--- config.mk ---
export PLATFORM = sky130hd
export DESIGN_NAME = imm_encoder_flat
export DESIGN_NICKNAME = d
export VERILOG_FILES = /design/src/rtl/imm_encoder_if.sv /design/src/rtl/imm_encoder.sv /design/src/flat_wrapper.sv
export SDC_FILE = /design/constraint.sdc
export NUM_CORES = 1
export LEC_CHECK = 0
export CORE_AREA = 2 2 110 112
export DETAILED_ROUTE_END_ITERATION = 8
export DIE_AREA = 0 0 112 114
export PLACE_DENSITY = 0.81
export SYNTH_ARGS = -nofsm -noshare
export SYNTH_HDL_FRONTEND = slang
export SYNTH_SLANG_ARGS = --single-unit
export TNS_END_PERCENT = 1
--- constraint.sdc ---
create_clock -name clk -period 4.3 [get_ports clk]
set_input_delay 1.075 -clock clk [delete_from_list [all_inputs] [get_ports clk]]
set_output_delay 1.075 -clock clk [all_outputs]
set_load 0.005 [all_outputs]
--- src/rtl/imm_encoder_if.sv ---
// Request/result handshake bundle for imm_encoder.
// master = upstream/downstream environment, slave = the encoder.
interface imm_encoder_if;
  logic        in_valid;
  logic        in_ready;
  logic [2:0]  ImmSrc;
  logic [31:0] imm;
  logic [31:0] base_instr;
  logic        out_valid;
  logic        out_ready;
  logic [31:0] instr_out;
  logic        range_err;
  logic [15:0] enc_count;

  modport master (
    output in_valid, ImmSrc, imm, base_instr, out_ready,
    input  in_ready, out_valid, instr_out, range_err, enc_count
  );

  modport slave (
    input  in_valid, ImmSrc, imm, base_instr, out_ready,
    output in_ready, out_valid, instr_out, range_err, enc_count
  );
endinterface

--- src/rtl/imm_encoder.sv ---
// Two-stage pipelined RISC-V immediate encoder with valid/ready handshakes.
// Optional range checking is enabled by defining IMM_RANGE_CHECK_EN.
module imm_encoder (
  input  logic          clk,
  input  logic          rst,
  imm_encoder_if.slave  bus
);
  typedef enum logic [2:0] {
    FMT_I = 3'b000,
    FMT_S = 3'b001,
    FMT_B = 3'b010,
    FMT_U = 3'b011,
    FMT_J = 3'b100
  } fmt_e;

  logic        v1;
  fmt_e        src1;
  logic [31:0] imm1;
  logic [31:0] base1;

  logic        v2;
  logic [31:0] instr2;
  logic        err2;

  logic [15:0] count;

  logic        s1_load;
  logic        s2_load;
  logic [31:0] enc;
  logic        err;

  // S1 advances whenever S2 will make room, so in_ready equals s1_load.
  assign s2_load = !v2 || bus.out_ready;
  assign s1_load = !v1 || s2_load;

  assign bus.in_ready  = s1_load;
  assign bus.out_valid = v2;
  assign bus.instr_out = instr2;
  assign bus.range_err = err2;
  assign bus.enc_count = count;

  always_ff @(posedge clk or posedge rst) begin
    if (rst) begin
      v1    <= 1'b0;
      src1  <= FMT_I;
      imm1  <= '0;
      base1 <= '0;
    end else if (s1_load) begin
      v1 <= bus.in_valid;
      if (bus.in_valid) begin
        src1  <= fmt_e'(bus.ImmSrc);
        imm1  <= bus.imm;
        base1 <= bus.base_instr;
      end
    end
  end

  always_comb begin
    enc = base1;
    case (src1)
      FMT_I: enc[31:20] = imm1[11:0];
      FMT_S: begin
        enc[31:25] = imm1[11:5];
        enc[11:7]  = imm1[4:0];
      end
      FMT_B: begin
        enc[31]    = imm1[12];
        enc[30:25] = imm1[10:5];
        enc[11:8]  = imm1[4:1];
        enc[7]     = imm1[11];
      end
      FMT_U: enc[31:12] = imm1[31:12];
      FMT_J: begin
        enc[31]    = imm1[20];
        enc[30:21] = imm1[10:1];
        enc[20]    = imm1[11];
        enc[19:12] = imm1[19:12];
      end
      default: ;
    endcase
  end

`ifdef IMM_RANGE_CHECK_EN
  // Representable iff all bits above the field's sign bit replicate it.
  always_comb begin
    err = 1'b0;
    case (src1)
      FMT_I, FMT_S: err = (imm1[31:11] != {21{imm1[11]}});
      FMT_B:        err = imm1[0] || (imm1[31:12] != {20{imm1[12]}});
      FMT_U:        err = (imm1[11:0] != 12'h000);
      FMT_J:        err = imm1[0] || (imm1[31:20] != {12{imm1[20]}});
      default:      err = 1'b1;
    endcase
  end
`else
  assign err = 1'b0;
`endif

  always_ff @(posedge clk or posedge rst) begin
    if (rst) begin
      v2     <= 1'b0;
      instr2 <= '0;
      err2   <= 1'b0;
    end else if (s2_load) begin
      v2 <= v1;
      if (v1) begin
        instr2 <= enc;
        err2   <= err;
      end
    end
  end

  always_ff @(posedge clk or posedge rst) begin
    if (rst) begin
      count <= '0;
    end else if (v2 && bus.out_ready && (count != '1)) begin
      count <= count + 16'd1;
    end
  end
endmodule

--- src/flat_wrapper.sv ---
// flat-port wrapper written by rule: the top's interface ports become plain ports
module imm_encoder_flat 
  (clk, rst, bus_in_valid, bus_ImmSrc, bus_imm, bus_base_instr, bus_out_ready, bus_in_ready, bus_out_valid, bus_instr_out, bus_range_err, bus_enc_count);
  imm_encoder_if bus_i ();
  input  logic clk;
  input  logic rst;
  input wire logic [$bits(bus_i.in_valid)-1:0] bus_in_valid;
  input wire logic [$bits(bus_i.ImmSrc)-1:0] bus_ImmSrc;
  input wire logic [$bits(bus_i.imm)-1:0] bus_imm;
  input wire logic [$bits(bus_i.base_instr)-1:0] bus_base_instr;
  input wire logic [$bits(bus_i.out_ready)-1:0] bus_out_ready;
  output wire logic [$bits(bus_i.in_ready)-1:0] bus_in_ready;
  output wire logic [$bits(bus_i.out_valid)-1:0] bus_out_valid;
  output wire logic [$bits(bus_i.instr_out)-1:0] bus_instr_out;
  output wire logic [$bits(bus_i.range_err)-1:0] bus_range_err;
  output wire logic [$bits(bus_i.enc_count)-1:0] bus_enc_count;
  assign bus_i.in_valid = bus_in_valid;
  assign bus_i.ImmSrc = bus_ImmSrc;
  assign bus_i.imm = bus_imm;
  assign bus_i.base_instr = bus_base_instr;
  assign bus_i.out_ready = bus_out_ready;
  assign bus_in_ready = bus_i.in_ready;
  assign bus_out_valid = bus_i.out_valid;
  assign bus_instr_out = bus_i.instr_out;
  assign bus_range_err = bus_i.range_err;
  assign bus_enc_count = bus_i.enc_count;
  imm_encoder u_core (.clk(clk), .rst(rst), .bus(bus_i));
endmodule
==> impl_metrics.json, run 1 <==
{
  "status": "finished, final reports clean",
  "grt_overflow_total": 0,
  "synthDistinctLibCells": 42,
  "port_buffers": 120,
  "cts_buffers": 17,
  "cp_max_fo": 4,
  "worstSetupPathType": "primary input to primary output",
  "routed_via_density": 5.20,
  "syn_avg_cell_area_um2": 12.7,
  "timing.final.crit_share_pct": 78.1,
  "drt_iter0_drc": 148,
  "clk_path_buf_depth": 2,
  "clk_pin_slew_ns": 0.05,
  "synth-seq-cells": 117,
  "die_area_mm2": 0.0128,
  "synth_edf_count": 0,
  "synthFlopType": "dfrtp_1",
  "synth_top_cell_by_area": "dfrtp_1",
  "regToRegSetupSlack_ns": 2.16,
  "setup_viol": 0,
  "antenna_left": 0,
  "first_pass_iters": 5,
  "ys_warn_count": 0,
  "end_kind": "primary output",
  "finalCoreUtilization_pct": 59.2,
  "syn-num-nets": 471,
  "drc": 0,
  "synthCells": 399,
  "synth_top_area_share_pct": 57.6,
  "antenna_cells": 0,
  "ys_seq_area_share_pct": 57.6,
  "multi_input_area_mm2": 0.00201,
  "num_vias": 3512,
  "period_minus_slack_ns": 3.36,
  "grt_pass1_wl_mm": 18.4,
  "p_per_area_mw_per_mm2": 508,
  "synth_area_leaders": "dfrtp_1, mux2_2, mux2i_1",
  "finClkSkew_ns": 0.00594,
  "grt_start_max_net_pins": 64,
  "synth_area_mm2": 0.00508,
  "wl_mm": 10.9,
  "antenna_found_initial": 0,
  "fmax_ghz": 0.298,
  "clk_latency_ns": 0.40,
  "n_fill_cell": 970,
  "htreeDepth": 4,
  "leakagePower_uw": 0.00296,
  "grt_pass1_vias": 3778,
  "cts_tree": "built",
  "crit_arrival_ns": 2.28,
  "dpl.hpwl_mm": 7.60,
  "cts-root-buf": "clkbuf_16",
  "hp-class": "flip-flop to flip-flop",
  "rsz0062_at_grt": "no",
  "ir_drop_v": 0.000303,
  "clock-sinks": 117,
  "required_ns": 3.22,
  "final_common_cell": "clkdlybuf4s50_1",
  "hold_violations": 0,
  "worst_setup_path_start_kind": "primary input",
  "die_y_um": 114,
  "postCtsSetupBuffers": 0,
  "io_pins": 122,
  "final_nets": 590,
  "async_flop_share_pct": 100,
  "hold_buffers": 0,
  "relSlewSlack_pct": 32.5,
  "maxCapViolations": 0,
  "fp-row-count": 40,
  "place.gp.congestion": 0.801,
  "die_x_um": 112,
  "stdcell_area_mm2": 0.00694,
  "postCtsResizedCells": 0,
  "avgRoutedWirePerCell_um": 16.2,
  "area_delta_synth_final_pct": 36.4,
  "slew_violations": 0,
  "final_cell_mix": "clkdlybuf4s50_1, dfrtp_1, mux2_2",
  "coreArea_mm2": 0.0117,
  "postPlaceCellArea_mm2": 0.00638,
  "fin_tns_setup_ns": 0,
  "track_usage_pct": 18.4,
  "regArea_mm2": 0.00293,
  "start_util_pct": 43.4,
  "drive_above_1_share_pct": 22.5,
  "tightest_slew_ns": 1.01
}
state kept, by name (all words and copies together) (netlist names):
name / count
u_core.base1: 32
u_core.bus.enc_count: 16
u_core.bus.instr_out: 32
u_core.bus.out_valid: 1
u_core.imm1: 32
u_core.src1: 3
u_core.v1: 1
power by group:
group	total [uW]	internal, uW	switching [uW]
combinational	741	468	273
clock	1310	861	448
sequential	1480	1310	165
total	3530	2640	886
critical path, stage by stage:
cell	delay, ns
clkdlybuf4s50_1	0.50
nand3b_1	0.18
clkdlybuf4s50_1	0.52
routing by layer:
layer	global-route usage (%)	part of all wire (%)
met5	0	0
met4	7.48	1.8
met3	6.27	6.3
met2	30.7	50
met1	22.1	42
kinds of logic after synthesis:
| family | after synthesis | share of synthesized area [%] |
|---|---|---|
| mux | 103 | 22.4 |
| xor+xnor | 11 | 1.89 |
| flops | 117 | 57.6 |
| fa+ha+maj | 2 | 0.443 |
| other cells | 1 | 0.0737 |
| simple gates | 86 | 8.44 |
| buf+inv | 26 | 2.98 |
| compound gates | 53 | 6.20 |
final timing paths:
path,from,end,depth (start not counted)
min in group asynchronous,rst,u_core.imm1[7],2
worst min-delay path,u_core.bus.instr_out[13],u_core.bus.instr_out[13],2
max in group asynchronous,rst,u_core.bus.instr_out[10],3
worst min register to register,u_core.bus.instr_out[13],u_core.bus.instr_out[13],2
worst max register to register,u_core.src1[1],u_core.bus.instr_out[15],4
worst max-delay path,bus_out_ready,bus_in_ready,3
Yosys cell counts, types with 2 or more instances:
cell      number
dfrtp_1      117
mux2_2        82
nand2_1       38
mux2i_1       20
o21ai_0       20
nor2_1        15
buf_2         10
a21oi_1        9
o22ai_1        7
o31ai_1        7
nand3_1        6
xor2_1         6
nand2b_1       5
xnor2_1        5
and4_1         4
buf_6          4
clkbuf_1       4
inv_1          4
buf_4          3
nand4_1        3
nor3_1         3
and3_1         2
nand3b_1       2
nor3b_1        2
o211ai_1       2
o21a_1         2
o21ai_1        2
stage by stage:
step	setup WS [ns]	hold slack, ns	std cells	power, uW
after floorplan	0.124	0.473	399	1840
after global placement	0.971	0.464	646	2200
after detailed placement	0.952	0.473	646	2240
after CTS	0.944	0.483	676	3570
after global routing	0.900	0.500	676	3720
final	0.943	0.478	676	3530
layout make-up:
type | count | area share (%)
timing repair buffer | 122 | 17.9
inverter | 4 | 0.253
sequential | 117 | 42.2
clock buffer | 26 | 7.34
clock inverter | 4 | 0.649
tap | 147 | 2.65
multi-input combinational | 256 | 29.0
Power figures use the tool's default switching activity.
==> run 2: changes to the inputs <==
--- a/config.mk
+++ b/config.mk
@@ -5,10 +5,10 @@
 export SDC_FILE = /design/constraint.sdc
 export NUM_CORES = 1
 export LEC_CHECK = 0
-export CORE_AREA = 2 2 110 112
+export CORE_AREA = 2 2 104 106
 export DETAILED_ROUTE_END_ITERATION = 8
-export DIE_AREA = 0 0 112 114
-export PLACE_DENSITY = 0.81
+export DIE_AREA = 0 0 106 108
+export PLACE_DENSITY = 0.86
 export SYNTH_ARGS = -nofsm -noshare
 export SYNTH_HDL_FRONTEND = slang
 export SYNTH_SLANG_ARGS = --single-unit
==> constraint.sdc (replaced) <==
create_clock -name clk -period 3.4 [get_ports clk]
set_input_delay 0.85 -clock clk [delete_from_list [all_inputs] [get_ports clk]]
set_output_delay 0.85 -clock clk [all_outputs]
set_load 0.005 [all_outputs]
==> run 2 against run 1 <==
Against the previous run:
- flip-flop and latch count unchanged
- clock skew rose by 0.0025 ns
- via count up 1.6%
- core utilization grew 9.5 points
- global-route usage grew 2.4 points
- critical path depth is the same
==> impl_metrics.json, run 2 (same netlist as run 1, synthesis figures left out) <==
{
  "cpMaxStageDelayCell": "clkdlybuf4s50_1",
  "start_util_pct": 49.7,
  "grt_pass1_vias": 3756,
  "status": "finished, final reports clean",
  "p_per_area_mw_per_mm2": 677,
  "cp_max_fo": 4,
  "area_delta_synth_final_pct": 38.3,
  "drt_iter0_drc": 125,
  "stdcell_area_mm2": 0.00703,
  "postCtsResizedCells": 0,
  "fin_cells": 669,
  "hp-class": "flip-flop to flip-flop",
  "setup_viol": 0,
  "timing.final.crit_share_pct": 85.7,
  "cts-root-buf": "clkbuf_8",
  "clk_latency_ns": 0.51,
  "postPlaceCellArea_mm2": 0.00639,
  "num_vias": 3569,
  "track_usage_pct": 20.8,
  "required_ns": 2.55,
  "place.gp.congestion": 0.839,
  "antenna_found_initial": 0,
  "preCtsSetupSlack_ns": 0.495,
  "final_cell_mix": "clkdlybuf4s50_1, dfrtp_1, mux2_2",
  "die_area_mm2": 0.0114,
  "crit_arrival_ns": 2.06,
  "fin_tns_setup_ns": 0,
  "fp-row-count": 37,
  "routed_via_density": 5.33,
  "worstSetupPathType": "primary input to primary output",
  "grt_start_max_net_pins": 68,
  "ir_drop_v": 0.000289,
  "cts_tree": "built",
  "clock-sinks": 117,
  "finClkSkew_ns": 0.00844,
  "leakagePower_uw": 0.00301,
  "die_y_um": 108,
  "drive_above_1_share_pct": 23.3,
  "htreeDepth": 4,
  "end_kind": "primary output",
  "fin_ws_ns": 0.487,
  "period_minus_slack_ns": 2.91,
  "tightest_slew_ns": 0.773,
  "fmax_ghz": 0.343,
  "avgRoutedWirePerCell_um": 16.5,
  "crit_chain": "clkdlybuf4s50_1 -> nand3b_1 -> clkdlybuf4s50_1",
  "final_common_cell": "clkdlybuf4s50_1",
  "final_nets": 593,
  "hold_buffers": 0,
  "grt_overflow_total": 0,
  "wl_mm": 11.1,
  "drc": 0,
  "placed_cells": 638,
  "postCtsSetupBuffers": 0,
  "antenna_cells": 0,
  "grt_pass1_wl_mm": 18.4,
  "port_buffers": 120,
  "hold_violations": 0,
  "maxCapViolations": 0,
  "rsz0062_at_grt": "no",
  "clk_pin_slew_ns": 0.05,
  "die_x_um": 106,
  "cts_buffers": 17,
  "io_pins": 122,
  "n_fill_cell": 741,
  "relSlewSlack_pct": 48.3,
  "coreArea_mm2": 0.0102,
  "cpPeakStageDelay_ns": 0.52,
  "slew_violations": 0,
  "clk_path_buf_depth": 2,
  "worst_setup_path_start_kind": "primary input",
  "antenna_left": 0,
  "crit_top_cell": "clkdlybuf4s50_1",
  "dpl.hpwl_mm": 7.65,
  "first_pass_iters": 4
}
[run 2: cell count changes in the layout (fill, tap and decap cells not counted)]
cell and change:
clkbuf_16 -1, clkinvlp_4 +2, bufinv_16 +5, clkbuf_1 -1, buf_4 +3, inv_4 -1, clkbuf_8 -3
[run 2: where the power goes]
part	switching [uW]	internal [uW]
registers	212	1660
clock network	593	1350
logic	353	595
total	1160	3600
[run 2: worst max-delay path, delay by kind of cell]
kind | cells | cell delay [ns]
buffers and inverters | 2 | 1.03
AND/OR/NAND/NOR | 1 | 0.18
[run 2: final timing paths]
kind | start | to | slack (ns) | cells after the start
max | bus_out_ready | bus_in_ready | 0.49 | 3
min | u_core.bus.instr_out[17] | u_core.bus.instr_out[17] | 0.48 | 2
max reg2reg | u_core.src1[1] | u_core.bus.instr_out[16] | 1.29 | 4
min reg2reg | u_core.bus.instr_out[17] | u_core.bus.instr_out[17] | 0.48 | 2
max in group asynchronous | rst | u_core.base1[22] | 2.26 | 3
min in group asynchronous | rst | u_core.imm1[7] | 0.79 | 3
[run 2: layer usage]
| layer | share of wire (%) | global-route usage (%) | vias to the layer above | wire length [um] |
|---|---|---|---|---|
| li1 | - | - | 1660 | - |
| met1 | 43 | 25.9 | 1780 | 4770 |
| met2 | 51 | 35.1 | 118 | 5630 |
| met3 | 4.7 | 4.70 | 11 | 524 |
| met4 | 1.4 | 9.49 | 0 | 155 |
| met5 | 0 | 0 | - | 0 |
[run 2: cell type report]
cell class | instances | area (um2) | share of cell area (%)
Multi-Input combinational cell | 256 | 2010 | 28.6
Inverter | 4 | 18.8 | 0.267
Clock inverter | 10 | 203 | 2.88
Clock buffer | 21 | 439 | 6.24
Sequential cell | 117 | 2930 | 41.6
Tap cell | 136 | 170 | 2.42
Timing Repair Buffer | 125 | 1260 | 18.0
[run 2: metrics by stage]
step	utilization (%)	power (uW)	hold slack, ns
4_1_cts	68.7	4800	0.481
3_5_place_dp	62.5	2840	0.468
2_1_floorplan	-	2320	0.473
6_report	68.7	4760	0.476
3_3_place_gp	62.5	2790	0.461
5_1_grt	68.7	4990	0.498
==> run 3: changes to the inputs <==
--- a/config.mk
+++ b/config.mk
@@ -5,10 +5,12 @@
 export SDC_FILE = /design/constraint.sdc
 export NUM_CORES = 1
 export LEC_CHECK = 0
-export CORE_AREA = 2 2 104 106
+export ABC_AREA = 1
+export CORE_AREA = 2 2 97 117
 export DETAILED_ROUTE_END_ITERATION = 8
-export DIE_AREA = 0 0 106 108
-export PLACE_DENSITY = 0.86
+export DIE_AREA = 0 0 99 119
+export HOLD_SLACK_MARGIN = 0.02
+export PLACE_DENSITY = 0.85
 export SYNTH_ARGS = -nofsm -noshare
 export SYNTH_HDL_FRONTEND = slang
 export SYNTH_SLANG_ARGS = --single-unit
==> run 3 against run 2 <==
Against the previous run:
- sequential share of layout area barely moved
- register-to-register slack improved by 0.36 ns
- via count rose by 17%
- sequential power barely moved
- fmax rose by 2.2%
- clock skew fell by 0.0020 ns
- synthesized area rose by 2.3%
- wire length rose by 9.8%
- critical path depth rose by 1
- total power fell by 3.6%
- design area barely moved
- largest cell class unchanged
- largest power group is now registers
==> impl_metrics.json, run 3 <==
{
  "status": "finished, final reports clean",
  "cp_top_family": "buffers and inverters",
  "total_power_uw": 4590,
  "min-delay-start": "u_core.bus.instr_out[4]",
  "period_minus_slack_ns": 2.85,
  "timing.final.crit_share_pct": 83.8,
  "cts_buffers": 17,
  "dpl.hpwl_mm": 8.49,
  "antenna_left": 0,
  "place.gp.congestion": 0.872,
  "worst_setup_path_start_kind": "primary input",
  "tightest_slew_ns": 0.940,
  "required_ns": 2.55,
  "met2WireLength_mm": 6.36,
  "final_nets": 734,
  "setup_viol": 0,
  "cts_tree": "built",
  "synthCells": 538,
  "synthFlopType": "dfrtp_1",
  "crit_arrival_ns": 2.00,
  "preCtsSetupSlack_ns": 0.551,
  "hold_slack_ns": 0.486,
  "grt_overflow_total": 0,
  "maxCapViolations": 0,
  "rsz0062_at_grt": "no",
  "drive_above_1_share_pct": 14.8,
  "end_kind": "primary output",
  "synth_area_leaders": "dfrtp_1, mux2_2, nand2_1",
  "wl_mm": 12.2,
  "grt_pass1_wl_mm": 20.3,
  "coreArea_mm2": 0.0108,
  "synth_most_common_cell": "dfrtp_1",
  "grt_pass1_vias": 4291,
  "antenna_found_initial": 0,
  "first_pass_iters": 5,
  "top_layer": "met4",
  "synth_common_cells": "dfrtp_1, nand2_1, nor2_1",
  "ys_warn_count": 0,
  "startpoint": "bus_out_ready",
  "clk_pin_slew_ns": 0.05,
  "synth_edf_count": 0,
  "clock-sinks": 117,
  "slew_violations": 0,
  "leakagePower_uw": 0.00314,
  "antenna_cells": 0,
  "track_usage_pct": 21.6,
  "synth-seq-cells": 117,
  "drt_iter0_drc": 241,
  "fp-row-count": 42,
  "cts-root-buf": "clkbuf_16",
  "cpPeakStageDelay_ns": 0.51,
  "relSlewSlack_pct": 37.1,
  "postCtsResizedCells": 0,
  "synth_top_cell_by_area": "dfrtp_1",
  "start_util_pct": 48.3,
  "fmax_ghz": 0.351,
  "p_per_area_mw_per_mm2": 652,
  "synth_top_area_share_pct": 56.3,
  "hold_buffers": 0,
  "avgRoutedWirePerCell_um": 15.1,
  "ys_seq_area_share_pct": 56.3,
  "met3WireLength_um": 765,
  "crit_chain": "clkdlybuf4s50_1 -> inv_1 -> nand3_2 -> clkdlybuf4s50_1",
  "die_area_mm2": 0.0118,
  "r2r-start": "u_core.src1[0]",
  "hold_violations": 0,
  "clk_path_buf_depth": 2,
  "htreeDepth": 4,
  "wl_met1_mm": 4.82,
  "syn-num-nets": 610,
  "port_buffers": 120,
  "critPathBufInv": 3,
  "area_delta_synth_final_pct": 35.3,
  "fin_ws_ns": 0.550,
  "die_x_um": 99,
  "cp_max_fo": 3,
  "postCtsSetupBuffers": 0,
  "worstSetupPathType": "primary input to primary output",
  "final_common_cell": "clkdlybuf4s50_1",
  "num_vias": 4180,
  "drc": 0,
  "synth_area_mm2": 0.00520,
  "syn_avg_cell_area_um2": 9.67,
  "die_y_um": 119,
  "clk_latency_ns": 0.40,
  "fin_tns_setup_ns": 0,
  "io_pins": 122,
  "synthDistinctLibCells": 33,
  "finClkSkew_ns": 0.00641,
  "routed_via_density": 5.21,
  "async_flop_share_pct": 100,
  "ir_drop_v": 0.000370,
  "crit_top_cell": "clkdlybuf4s50_1",
  "cpMaxStageDelayCell": "clkdlybuf4s50_1",
  "grt_start_max_net_pins": 66,
  "final_cell_mix": "clkdlybuf4s50_1, dfrtp_1, nand2_1",
  "hp-class": "flip-flop to flip-flop"
}
[run 3: cell count changes after synthesis, sizes merged, moves of 7 or more]
cell,before,now
nand2,38,113
inv,4,44
o22ai,7,0
mux2i,20,0
o31ai,7,0
nor2,17,69
a21oi,9,45
mux2,83,45
nand3,6,27
[run 3: power breakdown]
group	total, uW	switching (uW)	internal (uW)
clock network	1610	570	1040
registers	1900	212	1690
logic	1080	470	609
[run 3: cells by family (layout without fill, tap and decap cells)]
logic type / Yosys count / after routing / synth area share [%]
and+or+nand+nor: 217 / 217 / 18.0
DFF: 117 / 117 / 56.3
AOI/OAI and AO/OA: 84 / 84 / 8.71
buffers and inverters: 66 / 199 / 5.73
muxes: 45 / 45 / 9.74
xor gates and xnor gates: 7 / 7 / 1.18
adders and majority gates: 1 / 1 / 0.241
other: 1 / 1 / 0.0721
[run 3: path summary, 6_finish.rpt]
path	to	cells after the start	slack, ns
worst min-delay path	u_core.bus.instr_out[4]	2	0.49
worst min register to register	u_core.bus.instr_out[4]	2	0.49
worst max-delay path	bus_in_ready	4	0.55
max in group asynchronous	u_core.bus.instr_out[25]	3	1.79
min in group asynchronous	u_core.bus.instr_out[3]	3	1.01
worst max register to register	u_core.bus.instr_out[25]	4	1.65
[run 3: layout make-up]
cell class                      instances  area [um2]
Clock buffer                           22         474
Clock inverter                          6        55.1
Fill cell                             804        3740
Inverter                               45         175
Multi-Input combinational cell        355        1980
Sequential cell                       117        2930
Tap cell                              132         165
Timing Repair Buffer                  126        1260
[run 3: metrics by stage]
stage	std cells	instance area, um2	utilization (%)
2_1_floorplan	538	5200	-
3_5_place_dp	775	6510	60.4
6_report	803	7040	65.3
3_3_place_gp	775	6510	60.4
4_1_cts	803	7040	65.3
5_1_grt	803	7040	65.3
[run 3: worst reg2reg max path: stages, from the launching register on]
cell	delay (ns)
dfrtp_1	0.40
nand2_1	0.12
nor2_1	0.73
a22oi_1	0.21
a21oi_1	0.20
[run 3: layer usage]
| layer | up-vias | global-route usage [%] |
|---|---|---|
| li1 | 2004 | - |
| met1 | 2020 | 26.0 |
| met2 | 139 | 36.6 |
| met3 | 17 | 5.63 |
| met4 | 0 | 9.16 |
| met5 | - | 0 |
